File: src/rtl/load_store_buffer.sv
// MEM-stage load/store unit: posted store FIFO drained in idle port cycles,
// loads served immediately with youngest-match store forwarding.
module load_store_buffer #(
  parameter int ADDRESS_LINE = 8,
  parameter int DEPTH        = 4
) (
  input  logic                    clock,
  input  logic                    reset,
  input  logic                    req_valid,
  input  logic                    req_read,
  input  logic                    req_write,
  input  logic [ADDRESS_LINE-1:0] req_addr,
  input  logic [7:0]              req_wdata,
  output logic                    stall,
  output logic [7:0]              load_data,
  output logic                    load_valid,
  output logic                    buf_empty,
  output logic                    mem_read,
  output logic                    mem_write,
  output logic [ADDRESS_LINE-1:0] mem_address,
  output logic [7:0]              mem_write_data,
  input  logic [7:0]              mem_read_data
);

  localparam int PW = $clog2(DEPTH);
  localparam logic [PW:0] FULL_CNT = (PW+1)'(DEPTH);
  localparam logic [PW:0] ONE_CNT  = (PW+1)'(1);

  logic [ADDRESS_LINE-1:0] r_addr [DEPTH];
  logic [7:0]              r_data [DEPTH];
  logic [PW-1:0]           r_head;
  logic [PW-1:0]           r_tail;
  logic [PW:0]             r_count;
  logic [7:0]              r_load_data_p1;
  logic                    r_vld_p1;

  logic       w_full;
  logic       w_load_acc;
  logic       w_store_acc;
  logic       w_drain;
  logic [7:0] w_fwd_data;

  assign w_full      = (r_count == FULL_CNT);
  assign w_load_acc  = req_valid & req_read & ~req_write & ~w_full;
  assign w_store_acc = req_valid & req_write & ~w_full;
  // A full buffer always forces a drain; otherwise a load owns the port.
  assign w_drain     = w_full | (~w_load_acc & (r_count != '0));

  assign stall      = req_valid & w_full;
  assign buf_empty  = (r_count == '0);
  assign load_data  = r_load_data_p1;
  assign load_valid = r_vld_p1;

  always_comb begin
    mem_read       = 1'b0;
    mem_write      = 1'b0;
    mem_address    = '0;
    mem_write_data = '0;
    if (w_drain) begin
      mem_write      = 1'b1;
      mem_address    = r_addr[r_head];
      mem_write_data = r_data[r_head];
    end else if (w_load_acc) begin
      mem_read    = 1'b1;
      mem_address = req_addr;
    end
  end

  // Scan oldest to youngest so the last hit is the youngest matching store.
  always_comb begin
    w_fwd_data = mem_read_data;
    for (int i = 0; i < DEPTH; i++) begin
      logic [PW-1:0] idx;
      idx = r_head + PW'(i);
      if (((PW+1)'(i) < r_count) && (r_addr[idx] == req_addr))
        w_fwd_data = r_data[idx];
    end
  end

  // Stage p0 -> p1: buffer pointers and registered load result
  always_ff @(posedge clock or posedge reset) begin
    if (reset) begin
      r_head         <= '0;
      r_tail         <= '0;
      r_count        <= '0;
      r_vld_p1       <= 1'b0;
      r_load_data_p1 <= '0;
    end else begin
      r_vld_p1 <= w_load_acc;
      if (w_load_acc)
        r_load_data_p1 <= w_fwd_data;
      if (w_store_acc)
        r_tail <= r_tail + PW'(1);
      if (w_drain)
        r_head <= r_head + PW'(1);
      case ({w_store_acc, w_drain})
        2'b10:   r_count <= r_count + ONE_CNT;
        2'b01:   r_count <= r_count - ONE_CNT;
        default: r_count <= r_count;
      endcase
    end
  end

  always_ff @(posedge clock) begin
    if (w_store_acc) begin
      r_addr[r_tail] <= req_addr;
      r_data[r_tail] <= req_wdata;
    end
  end

endmodule

File: config.mk
export PLATFORM = sky130hd
export DESIGN_NAME = load_store_buffer
export DESIGN_NICKNAME = d
export VERILOG_FILES = /design/src/rtl/load_store_buffer.sv
export SDC_FILE = /design/constraint.sdc
export NUM_CORES = 1
export LEC_CHECK = 0
export BUFFER_PORTS_ARGS = -buffer_cell sky130_fd_sc_hd__clkbuf_2
export CORE_MARGIN = 2
export CORE_UTILIZATION = 42
export DETAILED_ROUTE_END_ITERATION = 8
export GPL_TIMING_DRIVEN = 0
export SYNTH_ARGS = -nofsm -noshare
export SYNTH_HDL_FRONTEND = slang
export SYNTH_SLANG_ARGS = --single-unit
File: constraint.sdc
create_clock -name clock -period 3.6 [get_ports clock]
set_input_delay 0 -clock clock [delete_from_list [all_inputs] [get_ports clock]]
set_output_delay 0 -clock clock [all_outputs]
set_load 0.01 [all_outputs]
# Word-level counts from Yosys, hierarchy flattened
# Memories as Yosys holds them, arrays and structs flattened.
# Index checks and enable logic that the tools add are counted.
# word_totals
mem_bits_rw	64
inputBits	29
ff_bits	16
n_memories	2
# mem_list
name	words	width	read_ports	rd_clocked_by_memory_dff	wr	line_no	text
r_addr	4	8	4	0	1	29	logic [ADDRESS_LINE-1:0] r_addr [DEPTH];
r_data	4	8	4	0	1	30	logic [7:0] r_data [DEPTH];
# op_classes
order_cmp	4
eq_ne	7
n_mux	13
n_addsub	6
reduce_logical	7
bitwise	11
# ops
op	count
two-way mux 8 bit	7
equality test 8 bit	4
bitwise AND 1 bit	7
less-than comparator 1 x 3 -> 1 bit (first input constant)	2
less-than comparator 2 x 3 -> 1 bit (first input constant)	2
one-hot mux 3 bit (2 select lines)	1
two-way mux 1 bit	5
adder 2 x 1 -> 2 bit (second input constant)	2
adder 2 bit (second input constant)	2
logical AND 1 bit	4
adder 3 x 1 -> 3 bit (second input constant)	1
equality test 3 bit (second input constant)	1
logical NOT 3 bit	1
NOT 1 bit	3
nonzero test 3 bit	1
subtractor 3 x 1 -> 3 bit (second input constant)	1
equality test 2 x 1 -> 1 bit (second input constant)	1
equality test 2 bit (second input constant)	1
nonzero test 2 bit	1
bitwise OR 1 bit	1

# Depth between registers and ports, before layout
# Gate-level depths: netlist (run 1).
# depth
depth_word	8
ltp_mapped	13

# Least setup slack after synthesis (run 1)
# Ideal clock, no wire load.
# synth_path
path_kind	register to register
start	register r_count[0]
end	register r_count[2]
path_slack_ns	0.979
required_time_ns	3.467
path_stages_with_launch	14
arrival_ns	2.488
path_buffers	2
cell_sequence	dfrtp_1 -> inv_1 -> ha_1 -> nand2_1 -> nand4b_1 -> inv_1 -> or2_2 -> clkbuf_1 -> inv_1 -> clkbuf_1 -> ha_1 -> mux2i_1 -> nor2_1 -> xor2_1
# synth_between
elab_chain_cells	8
elab_cells_between_ends	14
cone_classes	2 x add/sub; 3 x eq/ne; 1 x mux; 6 x bitwise; 2 x reduce/logical
# synth_lines
element	line_no	text
start: declaration	33	logic [PW:0] r_count;
start signal: assignment	97	2'b10: r_count <= r_count + ONE_CNT;
start signal: assignment	98	2'b01: r_count <= r_count - ONE_CNT;
start signal: assignment	99	default: r_count <= r_count;
equality test 3 bit	43	assign w_full = (r_count == FULL_CNT);
NOT 1 bit	44, 45	
bitwise AND 1 bit	44	assign w_load_acc = req_valid & req_read & ~req_write & ~w_full;
NOT 1 bit	47	assign w_drain = w_full | (~w_load_acc & (r_count != '0));
bitwise AND 1 bit	47	
bitwise OR 1 bit	47	
equality test 2 x 1 -> 1 bit or equality test 2 bit (tied branches)	96	case ({w_store_acc, w_drain})
one-hot mux 3 bit (2 select lines) or nonzero test 2 bit (tied branches)	-	
# Several ways; a longest one is shown, not always the timed one.
# A chain may end at the register's enable or synchronous reset.

# Worst setup path in the final report (run 1)
# layout_path
start	register r_count[1]
end	register r_count[2]
# Same word-level chain as after synthesis.

==> parameters.txt, run 1 <==
Parameter                              Value

Timing
  Maximum clock frequency ... about 300 MHz
  Accumulated negative setup slack ... 0 ns
  Final worst setup slack ... approximately 0.26 ns
  RSZ-0062 raised after global routing ... false
  Final Hold Fails ... 0
  Max Slew Vio Count ... 0
  Min Clock Period, post-route ... 3.34 ns
  Max_slew headroom ... about an eighth
  Minimum hold slack ... between 0.1 and 0.15 ns
  Final Cycle Share ... between 90% and 100%
  Pin slew with the least headroom to its limit ... 1.31 ns
  Setup violators final ... 0
  Post-Route Skew ... about 0.0090 ns

Routing
  Length of routed wiring on met1 ... just over 6000 um
  Total wire length ... approximately 14000 um
  Vias per cell ... 5.69
  Met2 Routed Length ... around 6300 um
  Initial DRT Pass Iterations ... 6
  Total vias in the final route ... about 3700
  Post-route DRC ... 0
  Wire per inst ... approximately 21 um
  Highest metal layer with signal wires ... met4
  Wire length on met3 ... about 860 um
  Final antenna-violating net count ... 0
  Starting DRT DRC Count ... between 200 and 300

Placed design
  Global placement routability congestion ... about 0.86
  IO buf count ... between 50 and 60
  Worst slack, placed ... around 0.27 ns
  DP HPWL ... 9180 um
  Placed cells ... about 620

Logic synthesis
  Synthesis warning total ... 0
  Average footprint of a synthesized cell ... between 10 and 15 um^2
  Post-synthesis instance area ... 0.00512 mm^2
  Proportion of netlist area held by the largest area contributor ... 37.5%
  Number of flops mapped to enable cells by yosys ... between 60 and 70
  Count of state elements after synthesis ... 80
  Syn Nets ... 457
  Leading cell type by number of instances after synthesis ... sky130_fd_sc_hd__edfxtp_1
  Cell accounting for the most synthesized area ... sky130_fd_sc_hd__edfxtp_1
  Share of flip-flops with an asynchronous set or reset ... 20.0%
  Most used standard cells in the synthesized netlist ... 64 x sky130_fd_sc_hd__edfxtp_1, 30 x sky130_fd_sc_hd__o21ai_0, 27 x sky130_fd_sc_hd__mux4_2, 27 x sky130_fd_sc_hd__nor2_1
  Cell count after synthesis ... 419
  Sequential cell area fraction in the yosys report ... 45.4%
  Post-synthesis share of cell area spent on xor and xnor gates ... just under 7%
  Adder and majority gate portion of the synthesized area ... under 10%
  Mux contribution to synthesized area ... about 22%
  Fraction of the mapped netlist area in compound gates ... about an eighth
  Simple-Gate Fraction of Synth Area ... about 6.7%
  Primary flip-flop cell chosen by synthesis mapping ... sky130_fd_sc_hd__edfxtp_1
  Number of distinct library cells after synthesis ... 39
  Most area-consuming cells after synthesis ... sky130_fd_sc_hd__edfxtp_1 38%, sky130_fd_sc_hd__mux4_2 12%, sky130_fd_sc_hd__dfrtp_1 7.8%
  Main combinational cell family by area after synthesis ... multiplexers

Final layout
  Fraction of final layout cells with drive strength greater than 1 ... approximately 27%
  Footprint of the flip-flops and latches ... between 0.002 and 0.0025 mm^2
  Signed area change from the synthesized netlist to the final layout ... 18.2%
  Filler Cell Count ... ~1100
  Net total in the final layout ... about 540
  Non-filler instance count after layout ... ~660
  Antenna diode count ... 0
  Area of combinational cells with multiple inputs ... roughly 0.0026 mm^2

GRT
  Number of global-route vias before repair ... approximately 3700
  Sum of overflow across all layers after global routing ... 0
  Number of antenna violations at the first check in global routing ... 0
  Overall global routing resource usage ... 21.7%
  First-pass GRT wire length ... roughly 21000 um
  Pin count of the biggest net entering global routing ... 17

Floorplanning
  Std-Cell Rows ... 40
  Initial Util ... between 40% and 50%
  Count of boundary I/O pins ... 58
  Height of the chip ... 114 um
  Die W ... between 100 and 150 um
  Placeable core area ... between 0.01 and 0.015 mm^2
  DIE AREA ... ~0.013 mm^2

CTS
  Clock sink count ... 80
  Reg clk slew, reported paths ... roughly 0.06 ns
  Number of gates given a new drive strength after cts ... 0
  Root Buffer Master ... sky130_fd_sc_hd__clkbuf_16
  Number of clock buffers inserted by TritonCTS ... 9
  Largest buffer count on any clock path ... 2
  CTS tree ... done
  Worst-Skew Late Latency ... roughly 0.35 ns
  H-Tree Level Count ... 3

Min path
  Worst hold path type ... input port to register
  Number of instances on the worst hold path ... 5
  Startpoint of the lowest-slack hold path ... mem_read_data[4]
  Hold Crit Endpoint ... load_data[4]$_DFFE_PP0N_

Run status
  Outcome ... complete, no violations

Worst setup path
  RR Endpoint ... r_count[2]$_DFFE_PP0P_
  Worst EP required ... about 3.8 ns
  Kind of end point of the critical path ... register
  R2R Path Start ... r_count[1]$_DFFE_PP0P_
  Setup slack on the worst flop-to-flop path ... around 0.26 ns
  Critical Path Fanout Max ... 11
  Worst setup path class ... register to register
  Crit path launch type ... register
  Worst path arrival time ... around 3.6 ns
  Number of cells on the worst reg-to-reg path ... 13

Power
  Cell leakage power ... roughly 0.0023 uW
  Cell area power density ... between 700 and 800 mW/mm^2
  Highest ir drop seen on vdd ... roughly 0.27 mV

Run
  Total of max-cap violations ... 0
-- how the worst max path moves through the flow --
stage	startpoint	endpoint	slack [ns]	depth (start not counted)
global route	r_count[1]$_DFFE_PP0P_	r_count[2]$_DFFE_PP0P_	0.05	13
CTS	r_head[1]$_DFFE_PP0P_	load_data[6]$_DFFE_PP0N_	0.23	9
detailed placement	r_head[1]$_DFFE_PP0P_	load_data[6]$_DFFE_PP0N_	0.27	9
floorplan	r_count[0]$_DFFE_PP0P_	r_count[2]$_DFFE_PP0P_	0.98	13
global placement	r_head[1]$_DFFE_PP0P_	load_data[6]$_DFFE_PP0N_	0.27	9
finish	r_count[1]$_DFFE_PP0P_	r_count[2]$_DFFE_PP0P_	0.26	13
-- repair_timing --
| action | 4_1_cts | 5_1_grt |
|---|---|---|
| endpoints found under the hold margin | 80 | 0 |
| hold buffers | 17 | 0 |
| buffers inserted | 0 | 0 |
-- cell type report --
class	instances	share of cell area (%)
Multi-Input combinational cell	286	42.2
Clock buffer	13	4.13
Clock inverter	3	0.703
Tap cell	147	3.04
Inverter	17	1.05
Sequential cell	80	38.4
Buffer	36	2.98
Timing Repair Buffer	74	7.53
-- worst max-delay path, cell delays in order, from the launching register on --
cell and delay [ns]:
sky130_fd_sc_hd__dfrtp_1 0.44, sky130_fd_sc_hd__inv_1 0.15, sky130_fd_sc_hd__ha_1 0.20, sky130_fd_sc_hd__nand2_1 0.08, sky130_fd_sc_hd__nand4b_1 0.14, sky130_fd_sc_hd__inv_1 0.17, sky130_fd_sc_hd__or2_2 0.33, sky130_fd_sc_hd__clkbuf_1 0.26
sky130_fd_sc_hd__inv_1 0.14, sky130_fd_sc_hd__clkbuf_1 0.56, sky130_fd_sc_hd__ha_1 0.33, sky130_fd_sc_hd__mux2i_1 0.20, sky130_fd_sc_hd__nor2_1 0.07, sky130_fd_sc_hd__xor2_1 0.14
-- power by group --
part | internal [uW] | switching, uW | total (uW)
registers | 1170 | 94.6 | 1260
clock network | 556 | 371 | 926
logic | 1120 | 1450 | 2570
-- per-stage QoR --
stage / utilization (%) / total power (uW) / cell area [um^2]
after floorplan: - / 3120 / 5120
after detailed placement: 46.7 / 3830 / 5590
after global placement: 46.7 / 3790 / 5590
after global routing: 50.6 / 5030 / 6050
final: 50.6 / 4760 / 6050
after CTS: 50.6 / 4780 / 6050
-- sequential cells by signal (all words and copies together) (netlist names) --
register    flops
load_data       8
load_valid      1
r_addr         32
r_count         3
r_data         32
r_head          2
r_tail          2
-- cell families (layout without fill, tap and decap cells) --
group,count (synthesis),after routing
flops,80,80
simple gates,73,73
xor+xnor,38,38
buf+inv,53,143
compound gates,99,99
fa+ha+maj,9,9
mux,67,67
-- routing by layer --
metal  vias to the layer above  track usage [%]
li1                       1746                -
met1                      1825             30.4
met2                       135             32.7
met3                        25             4.76
met4                         0             8.78
met5                         -                0
-- cell usage in the layout (no fill, tap or decap), drive strengths merged, types with 7 or more instances in the layout --
master / count
o31ai: 9
o211ai: 7
dlygate4sd3: 17
o21a: 8
a22o: 9
a21oi: 25
mux4: 32
xor2: 17
o21ai: 39
dfrtp: 16
ha: 9
clkbuf: 92
mux2: 17
edfxtp: 64
mux2i: 18
inv: 17
nand2: 25
buf: 14
nor2: 27
xnor2: 21
Note: power is estimated with default switching activity, not from simulation.
==> run 2, diff against run 1 <==
--- a/config.mk
+++ b/config.mk
@@ -5,11 +5,14 @@
 export SDC_FILE = /design/constraint.sdc
 export NUM_CORES = 1
 export LEC_CHECK = 0
+export ABC_AREA = 1
 export BUFFER_PORTS_ARGS = -buffer_cell sky130_fd_sc_hd__clkbuf_2
 export CORE_MARGIN = 2
 export CORE_UTILIZATION = 42
 export DETAILED_ROUTE_END_ITERATION = 8
 export GPL_TIMING_DRIVEN = 0
+export PLACE_DENSITY = 0.71
 export SYNTH_ARGS = -nofsm -noshare
 export SYNTH_HDL_FRONTEND = slang
 export SYNTH_SLANG_ARGS = --single-unit
+export TNS_END_PERCENT = 30
==> parameters.txt, run 2 <==
Parameter                              Value

Run status
  Outcome ... finished, violations left (was complete, no violations)
  Violations in the final reports ... hold timing

Logic synthesis
  Share of flip-flops with an asynchronous set or reset ... 20.0% (unchanged)
  Number of flops mapped to enable cells by yosys ... 64 (unchanged)
  Average footprint of a synthesized cell ... 6.99 um^2 (was 12.2 um^2)
  Proportion of netlist area held by the largest area contributor ... 34.4% (was 37.5%)
  Primary flip-flop cell chosen by synthesis mapping ... sky130_fd_sc_hd__edfxtp_1 (unchanged)
  Simple-Gate Fraction of Synth Area ... 36.4% (was 6.70%)
  Syn Nets ... 837 (was 457)
  Post-synthesis instance area ... 0.00559 mm^2 (was 0.00512 mm^2)
  Count of state elements after synthesis ... 80 (unchanged)
  Main combinational cell family by area after synthesis ... simple AND/OR/NAND/NOR gates (was multiplexers)
  Most used standard cells in the synthesized netlist ... 320 x sky130_fd_sc_hd__nand2_1, 83 x sky130_fd_sc_hd__nand3_1, 74 x sky130_fd_sc_hd__inv_1 (was 64 x sky130_fd_sc_hd__edfxtp_1, 30 x sky130_fd_sc_hd__o21ai_0, 27 x sky130_fd_sc_hd__mux4_2, 27 x sky130_fd_sc_hd__nor2_1)
  Most area-consuming cells after synthesis ... sky130_fd_sc_hd__edfxtp_1 34%, sky130_fd_sc_hd__nand2_1 22%, sky130_fd_sc_hd__nand3_1 7.4% (was sky130_fd_sc_hd__edfxtp_1 38%, sky130_fd_sc_hd__mux4_2 12%, sky130_fd_sc_hd__dfrtp_1 7.8%)
  Leading cell type by number of instances after synthesis ... sky130_fd_sc_hd__nand2_1 (was sky130_fd_sc_hd__edfxtp_1)
  Fraction of the mapped netlist area in compound gates ... 8.94% (was 12.3%)
  Cell accounting for the most synthesized area ... sky130_fd_sc_hd__edfxtp_1 (unchanged)
  Cell count after synthesis ... 799 (was 419)
  Adder and majority gate portion of the synthesized area ... 2.02% (was 2.20%)
  Sequential cell area fraction in the yosys report ... 41.6% (was 45.4%)
  Number of distinct library cells after synthesis ... 36 (was 39)
  Post-synthesis share of cell area spent on xor and xnor gates ... 1.88% (was 6.94%)
  Mux contribution to synthesized area ... 0.896% (was 21.7%)
  Synthesis warning total ... 0 (unchanged)

Floorplanning
  Die W ... 119 um (was 114 um)
  Std-Cell Rows ... 42 (was 40)
  Placeable core area ... 0.0131 mm^2 (was 0.0120 mm^2)
  Height of the chip ... 119 um (was 114 um)
  DIE AREA ... 0.0142 mm^2 (was 0.0131 mm^2)
  Initial Util ... 42.5% (was 42.8%)
  Count of boundary I/O pins ... 58 (unchanged)

Min path
  Number of instances on the worst hold path ... 1 (was 5)
  Worst hold path type ... input port to register (unchanged)

Worst setup path
  Number of cells on the worst reg-to-reg path ... 10 (was 13)
  Kind of end point of the critical path ... primary output (was register)
  Worst path arrival time ... 3.19 ns (was 3.56 ns)
  Critical Path Fanout Max ... 10 (was 11)
  Crit path launch type ... register (unchanged)
  Worst setup path class ... register to primary output (was register to register)
  Worst EP required ... 3.60 ns (was 3.82 ns)

Placed design
  Standard cell area after detailed placement ... 0.00616 mm^2 (was 0.00559 mm^2)
  IO buf count ... 57 (unchanged)
  DP HPWL ... 12200 um (was 9180 um)
  Global placement routability congestion ... 1.02 (was 0.860)

Timing
  Max_slew headroom ... 50.6% (was 12.2%)
  Maximum clock frequency ... 314 MHz (was 300 MHz)
  Final Cycle Share ... 88.5% (was 92.7%)
  RSZ-0062 raised after global routing ... false (unchanged)
  Min Clock Period, post-route ... 3.19 ns (was 3.34 ns)
  Setup violators final ... 0 (unchanged)
  Post-Route Skew ... 0.0101 ns (was 0.00897 ns)
  Minimum hold slack ... -0.0000762 ns (was 0.103 ns)
  Final Hold Fails ... 1 (was 0)
  Accumulated negative setup slack ... 0 ns (unchanged)
  Max Slew Vio Count ... 0 (unchanged)
  Pin slew with the least headroom to its limit ... 0.740 ns (was 1.31 ns)

Power
  Cell leakage power ... 0.00324 uW (was 0.00235 uW)
  Highest ir drop seen on vdd ... 0.328 mV (was 0.267 mV)
  Cell area power density ... 847 mW/mm^2 (was 787 mW/mm^2)

Final layout
  Signed area change from the synthesized netlist to the final layout ... 18.5% (was 18.2%)
  Finished layout cell area ... 0.00662 mm^2 (was 0.00605 mm^2)
  Most common cell after layout, fill and taps aside ... sky130_fd_sc_hd__nand2_1 (was sky130_fd_sc_hd__edfxtp_1)
  Area of combinational cells with multiple inputs ... 0.00281 mm^2 (was 0.00255 mm^2)
  Antenna diode count ... 0 (unchanged)
  Filler Cell Count ... 1309 (was 1068)
  Most frequent cells in the layout ... 320 x sky130_fd_sc_hd__nand2_1, 83 x sky130_fd_sc_hd__nand3_1, 74 x sky130_fd_sc_hd__inv_1 (was 64 x sky130_fd_sc_hd__edfxtp_1, 57 x sky130_fd_sc_hd__clkbuf_2, 30 x sky130_fd_sc_hd__o21ai_0, 27 x sky130_fd_sc_hd__mux4_2, 27 x sky130_fd_sc_hd__nor2_1)
  Fraction of final layout cells with drive strength greater than 1 ... 13.3% (was 27.1%)
  Footprint of the flip-flops and latches ... 0.00232 mm^2 (unchanged)
  Net total in the final layout ... 923 (was 542)

CTS
  Post-CTS Hold Buffers ... 14 (was 17)
  Number of clock buffers inserted by TritonCTS ... 9 (unchanged)
  Number of setup buffers added after CTS ... 0 (unchanged)
  Reg clk slew, reported paths ... 0.06 ns (about the same)
  CTS tree ... done (unchanged)
  H-Tree Level Count ... 3 (unchanged)
  Clock sink count ... 80 (unchanged)
  Root Buffer Master ... sky130_fd_sc_hd__clkbuf_16 (unchanged)
  Largest buffer count on any clock path ... 2 (unchanged)
  Number of gates given a new drive strength after cts ... 0 (unchanged)
  Worst-Skew Late Latency ... 0.35 ns (about the same)

GRT
  Sum of overflow across all layers after global routing ... 0 (unchanged)
  First-pass GRT wire length ... 25600 um (was 20700 um)
  Number of global-route vias before repair ... 5022 (was 3716)
  Number of antenna violations at the first check in global routing ... 0 (unchanged)
  Overall global routing resource usage ... 23.2% (was 21.7%)
  Pin count of the biggest net entering global routing ... 17 (unchanged)

Routing
  Post-route DRC ... 0 (unchanged)
  Total vias in the final route ... 5484 (was 3731)
  Vias per cell ... 5.14 (was 5.69)
  Initial DRT Pass Iterations ... 5 (was 6)
  Wire per inst ... 15.3 um (was 20.7 um)
  Total wire length ... 16300 um (was 13600 um)
  Final antenna-violating net count ... 0 (unchanged)
  Starting DRT DRC Count ... 514 (was 264)

Run
  Total of max-cap violations ... 0 (unchanged)
-- run 2: cell types whose count changed in the layout (fill, tap and decap cells not counted), sizes merged, moves of 30 or more --
cell   delta
nand2   +299
inv      +62
nor2     +45
mux4     -32
o21ai    +30
nand3    +82
-- run 2: final cells by class --
class,count,area share [%]
Tap cell,176,3.33
Buffer,30,2.59
Inverter,78,4.44
Sequential cell,80,35.1
Multi-Input combinational cell,611,42.4
Timing Repair Buffer,75,7.34
Clock buffer,9,3.40
Clock inverter,7,1.36
-- run 2: worst paths after layout --
| kind | startpoint | endpoint | slack (ns) |
|---|---|---|---|
| setup / recovery | r_count[0]$_DFFE_PP0P_ | mem_write_data[7] | 0.41 |
| hold / removal | req_addr[0] | r_addr[3][0]$_DFFE_PP_ | -0.00008 |
| setup reg to reg | r_count[0]$_DFFE_PP0P_ | r_count[2]$_DFFE_PP0P_ | 1.02 |
| hold reg to reg | load_data[3]$_DFFE_PP0N_ | load_data[3]$_DFFE_PP0N_ | 0.48 |
| max in group asynchronous | reset | r_count[0]$_DFFE_PP0P_ | 2.81 |
| min in group asynchronous | reset | load_data[1]$_DFFE_PP0N_ | 0.32 |
-- run 2: cell families (layout without fill, tap and decap cells) --
kind of cell	Yosys count	count (layout)
AOI/OAI and AO/OA	93	93
xor gates and xnor gates	12	12
adders and majority gates	9	9
buffers and inverters	108	199
DFF	80	80
muxes	5	5
and+or+nand+nor	492	492
-- run 2: critical path, cell delays in order (launching register included) --
cell                       delay, ns
sky130_fd_sc_hd__dfrtp_1        0.45
sky130_fd_sc_hd__inv_1          0.12
sky130_fd_sc_hd__ha_1           0.19
sky130_fd_sc_hd__nand2_1        0.10
sky130_fd_sc_hd__and3_1         0.28
sky130_fd_sc_hd__nor2_1         0.54
sky130_fd_sc_hd__inv_1          0.34
sky130_fd_sc_hd__clkbuf_1       0.37
sky130_fd_sc_hd__nor2_1         0.28
sky130_fd_sc_hd__clkbuf_2       0.18
-- run 2: where the power goes --
group | switching [uW] | total (uW) | internal, uW
Clock | 422 | 974 | 552
Sequential | 104 | 1270 | 1160
Combinational | 2270 | 3360 | 1090
Total | 2800 | 5600 | 2800
-- run 2: metal layers --
layer / share of wire, % / GRT usage [%]
met3: 7.7 / 3.45
met2: 43 / 35.1
met5: 0 / 0
met1: 46 / 33.2
met4: 3.4 / 9.85
-- run 2: metrics by stage --
| step | power, uW | setup WS, ns | utilization [%] | cells |
|---|---|---|---|---|
| 5_1_grt | 6030 | 0.243 | 50.4 | 1066 |
| 3_5_place_dp | 4550 | 0.811 | 46.9 | 1036 |
| 2_1_floorplan | 3570 | 1.47 | - | 799 |
| 3_3_place_gp | 4490 | 0.599 | 46.4 | 1032 |
| 4_1_cts | 5540 | 0.439 | 50.4 | 1066 |
| 6_report | 5600 | 0.413 | 50.4 | 1066 |
==> run 3, diff against run 2 <==
--- a/config.mk
+++ b/config.mk
@@ -11,7 +11,7 @@
 export CORE_UTILIZATION = 42
 export DETAILED_ROUTE_END_ITERATION = 8
 export GPL_TIMING_DRIVEN = 0
-export PLACE_DENSITY = 0.71
+export SKIP_CTS_REPAIR_TIMING = 1
 export SYNTH_ARGS = -nofsm -noshare
 export SYNTH_HDL_FRONTEND = slang
 export SYNTH_SLANG_ARGS = --single-unit
==> parameters.txt, run 3 (same netlist as run 2, synthesis figures left out) <==
Parameter                              Value

GRT
  Sum of overflow across all layers after global routing ... 0 (unchanged)
  First-pass GRT wire length ... 26600 um (was 25600 um)
  Overall global routing resource usage ... 24.6% (was 23.2%)
  Pin count of the biggest net entering global routing ... 17 (unchanged)
  Number of antenna violations at the first check in global routing ... 0 (unchanged)
  Number of global-route vias before repair ... 5244 (was 5022)

Min path
  Startpoint of the lowest-slack hold path ... req_write (was req_addr[0])
  Worst hold path type ... input port to register (unchanged)

Power
  Cell leakage power ... 0.00323 uW (was 0.00324 uW)
  Highest ir drop seen on vdd ... 0.445 mV (was 0.328 mV)
  Cell area power density ... 843 mW/mm^2 (was 847 mW/mm^2)
  Total chip power ... 5540 uW (was 5600 uW)

Run status
  Outcome ... finished, violations left (unchanged)
  Violations in the final reports ... hold timing (unchanged)

Timing
  Final Cycle Share ... 83.4% (was 88.5%)
  Maximum clock frequency ... 333 MHz (was 314 MHz)
  Accumulated negative setup slack ... 0 ns (unchanged)
  Min Clock Period, post-route ... 3.00 ns (was 3.19 ns)
  Post-Route Skew ... 0.0113 ns (was 0.0101 ns)
  Max_slew headroom ... 50.9% (was 50.6%)
  Setup violators final ... 0 (unchanged)
  Minimum hold slack ... -0.0188 ns (was -0.0000762 ns)
  Max Slew Vio Count ... 0 (unchanged)
  RSZ-0062 raised after global routing ... false (unchanged)
  Pin slew with the least headroom to its limit ... 0.735 ns (was 0.740 ns)
  Final Hold Fails ... 8 (was 1)

Worst setup path
  Critical Path Fanout Max ... 10 (unchanged)
  Slowest stage cell, crit path ... sky130_fd_sc_hd__dfrtp_1 (was sky130_fd_sc_hd__nor2_1)
  Worst path arrival time ... 3.00 ns (was 3.19 ns)
  Worst setup path start ... r_count[0]$_DFFE_PP0P_ (unchanged)
  Library cell appearing most often on the critical path ... sky130_fd_sc_hd__inv_1
  Crit path cell chain ... inv_1 > ha_1 > nand2_1 > and3_1 > nor2_1 > inv_1 > clkbuf_1 > o22ai_1 > clkbuf_2 (was inv_1 > ha_1 > nand2_1 > and3_1 > nor2_1 > inv_1 > clkbuf_1 > nor2_1 > clkbuf_2)
  Cell family with most CP delay ... buffers and inverters (was simple AND/OR/NAND/NOR gates)
  Worst EP required ... 3.60 ns (about the same)
  Crit path launch type ... register (unchanged)
  Buf/Inv on CP ... 4 (unchanged)
  Worst setup path class ... register to primary output (unchanged)
  Kind of end point of the critical path ... primary output (unchanged)
  Stage delay of the slowest cell on the critical path ... 0.44 ns (was 0.54 ns)
  R2R Path Start ... r_head[1]$_DFFE_PP0P_ (was r_count[0]$_DFFE_PP0P_)

CTS
  Reg clk slew, reported paths ... 0.06 ns (about the same)
  Root Buffer Master ... sky130_fd_sc_hd__clkbuf_16 (unchanged)
  Clock sink count ... 80 (unchanged)
  Largest buffer count on any clock path ... 2 (unchanged)
  CTS tree ... done (unchanged)
  Worst-Skew Late Latency ... 0.35 ns (about the same)
  Number of clock buffers inserted by TritonCTS ... 9 (unchanged)
  H-Tree Level Count ... 3 (unchanged)

Routing
  Total wire length ... 17000 um (was 16300 um)
  Post-route DRC ... 0 (unchanged)
  Wire per inst ... 16.0 um (was 15.3 um)
  Final antenna-violating net count ... 0 (unchanged)
  Total vias in the final route ... 5502 (was 5484)
  Vias per cell ... 5.17 (was 5.14)
  Initial DRT Pass Iterations ... 5 (unchanged)
  Starting DRT DRC Count ... 462 (was 514)

Floorplanning
  Die W ... 119 um (unchanged)
  DIE AREA ... 0.0142 mm^2 (unchanged)
  Count of boundary I/O pins ... 58 (unchanged)
  Height of the chip ... 119 um (unchanged)
  Placeable core area ... 0.0131 mm^2 (unchanged)
  Initial Util ... 42.5% (unchanged)
  Std-Cell Rows ... 42 (unchanged)

Run
  Total of max-cap violations ... 0 (unchanged)

Final layout
  Most common cell after layout, fill and taps aside ... sky130_fd_sc_hd__nand2_1 (unchanged)
  Utilization of the core after routing ... 50.1% (was 50.4%)
  Signed area change from the synthesized netlist to the final layout ... 17.8% (was 18.5%)
  Net total in the final layout ... 922 (was 923)
  Filler Cell Count ... 1345 (was 1309)
  Fraction of final layout cells with drive strength greater than 1 ... 13.1% (was 13.3%)
  Antenna diode count ... 0 (unchanged)
  Most frequent cells in the layout ... 320 x sky130_fd_sc_hd__nand2_1, 83 x sky130_fd_sc_hd__nand3_1, 74 x sky130_fd_sc_hd__inv_1 (unchanged)

Placed design
  Global placement routability congestion ... 0.955 (was 1.02)
  IO buf count ... 57 (unchanged)
  DP HPWL ... 13200 um (was 12200 um)
## run 3: cell count changes in the layout (fill, tap and decap cells not counted)
cell | before | now
sky130_fd_sc_hd__clkinv_1 | 0 | 1
sky130_fd_sc_hd__inv_6 | 2 | 0
sky130_fd_sc_hd__clkinv_4 | 3 | 2
sky130_fd_sc_hd__clkinv_8 | 1 | 0
sky130_fd_sc_hd__dlygate4sd3_1 | 14 | 13
sky130_fd_sc_hd__clkinv_2 | 1 | 3
## run 3: metal layers
layer | vias up | global-route usage [%] | wire length [um]
li1 | 2758 | - | -
met1 | 2492 | 32.6 | 7610
met2 | 205 | 38.2 | 7470
met3 | 47 | 4.65 | 1220
met4 | 0 | 13.0 | 699
met5 | - | 0 | 0
## run 3: worst paths after layout
path / slack (ns) / end / depth (start not counted)
min in group asynchronous: 0.31 / load_valid$_DFF_PP0_ / 3
worst min register to register: 0.48 / load_data[1]$_DFFE_PP0N_ / 2
worst max-delay path: 0.60 / mem_address[2] / 9
worst min-delay path: -0.02 / load_valid$_DFF_PP0_ / 3
worst max register to register: 1.00 / load_data[0]$_DFFE_PP0N_ / 15
max in group asynchronous: 2.82 / load_data[1]$_DFFE_PP0N_ / 3
## run 3: final cells by class
type | count | area [um^2] | area share [%]
clock buffer | 9 | 225 | 3.42
buffer | 30 | 171 | 2.61
tap | 176 | 220 | 3.35
inverter | 78 | 294 | 4.47
sequential | 80 | 2320 | 35.3
clock inverter | 6 | 61.3 | 0.932
multi-input combinational | 611 | 2810 | 42.7
timing repair buffer | 74 | 475 | 7.23
## run 3: worst register-to-register path, stage by stage (launching register included)
cell and delay [ns]:
sky130_fd_sc_hd__dfrtp_1 0.37, sky130_fd_sc_hd__buf_4 0.16, sky130_fd_sc_hd__clkinv_2 0.16, sky130_fd_sc_hd__buf_2 0.32, sky130_fd_sc_hd__nand3_1 0.16, sky130_fd_sc_hd__nand3_1 0.15, sky130_fd_sc_hd__nand2_1 0.06, sky130_fd_sc_hd__a21oi_1 0.19
sky130_fd_sc_hd__nand3_1 0.19, sky130_fd_sc_hd__nor2_4 0.26, sky130_fd_sc_hd__inv_2 0.13, sky130_fd_sc_hd__nor2_1 0.11, sky130_fd_sc_hd__nor2_1 0.04, sky130_fd_sc_hd__nand2_1 0.07, sky130_fd_sc_hd__nand2_1 0.08, sky130_fd_sc_hd__nand2_1 0.07
## run 3: metrics by stage
step           worst slack (ns)  instances  instance area, um^2
6_report                  0.597       1064                 6580
5_1_grt                   0.447       1064                 6580
4_1_cts                   0.662       1051                 6450
3_5_place_dp               1.05       1036                 6160
3_3_place_gp              0.504       1032                 6090
2_1_floorplan              1.47        799                 5590
## run 3: report_power, final
part           switching [uW]  internal [uW]
Combinational            2280           1090
Clock                     376            530
Sequential                106           1160
Total                    2760           2780
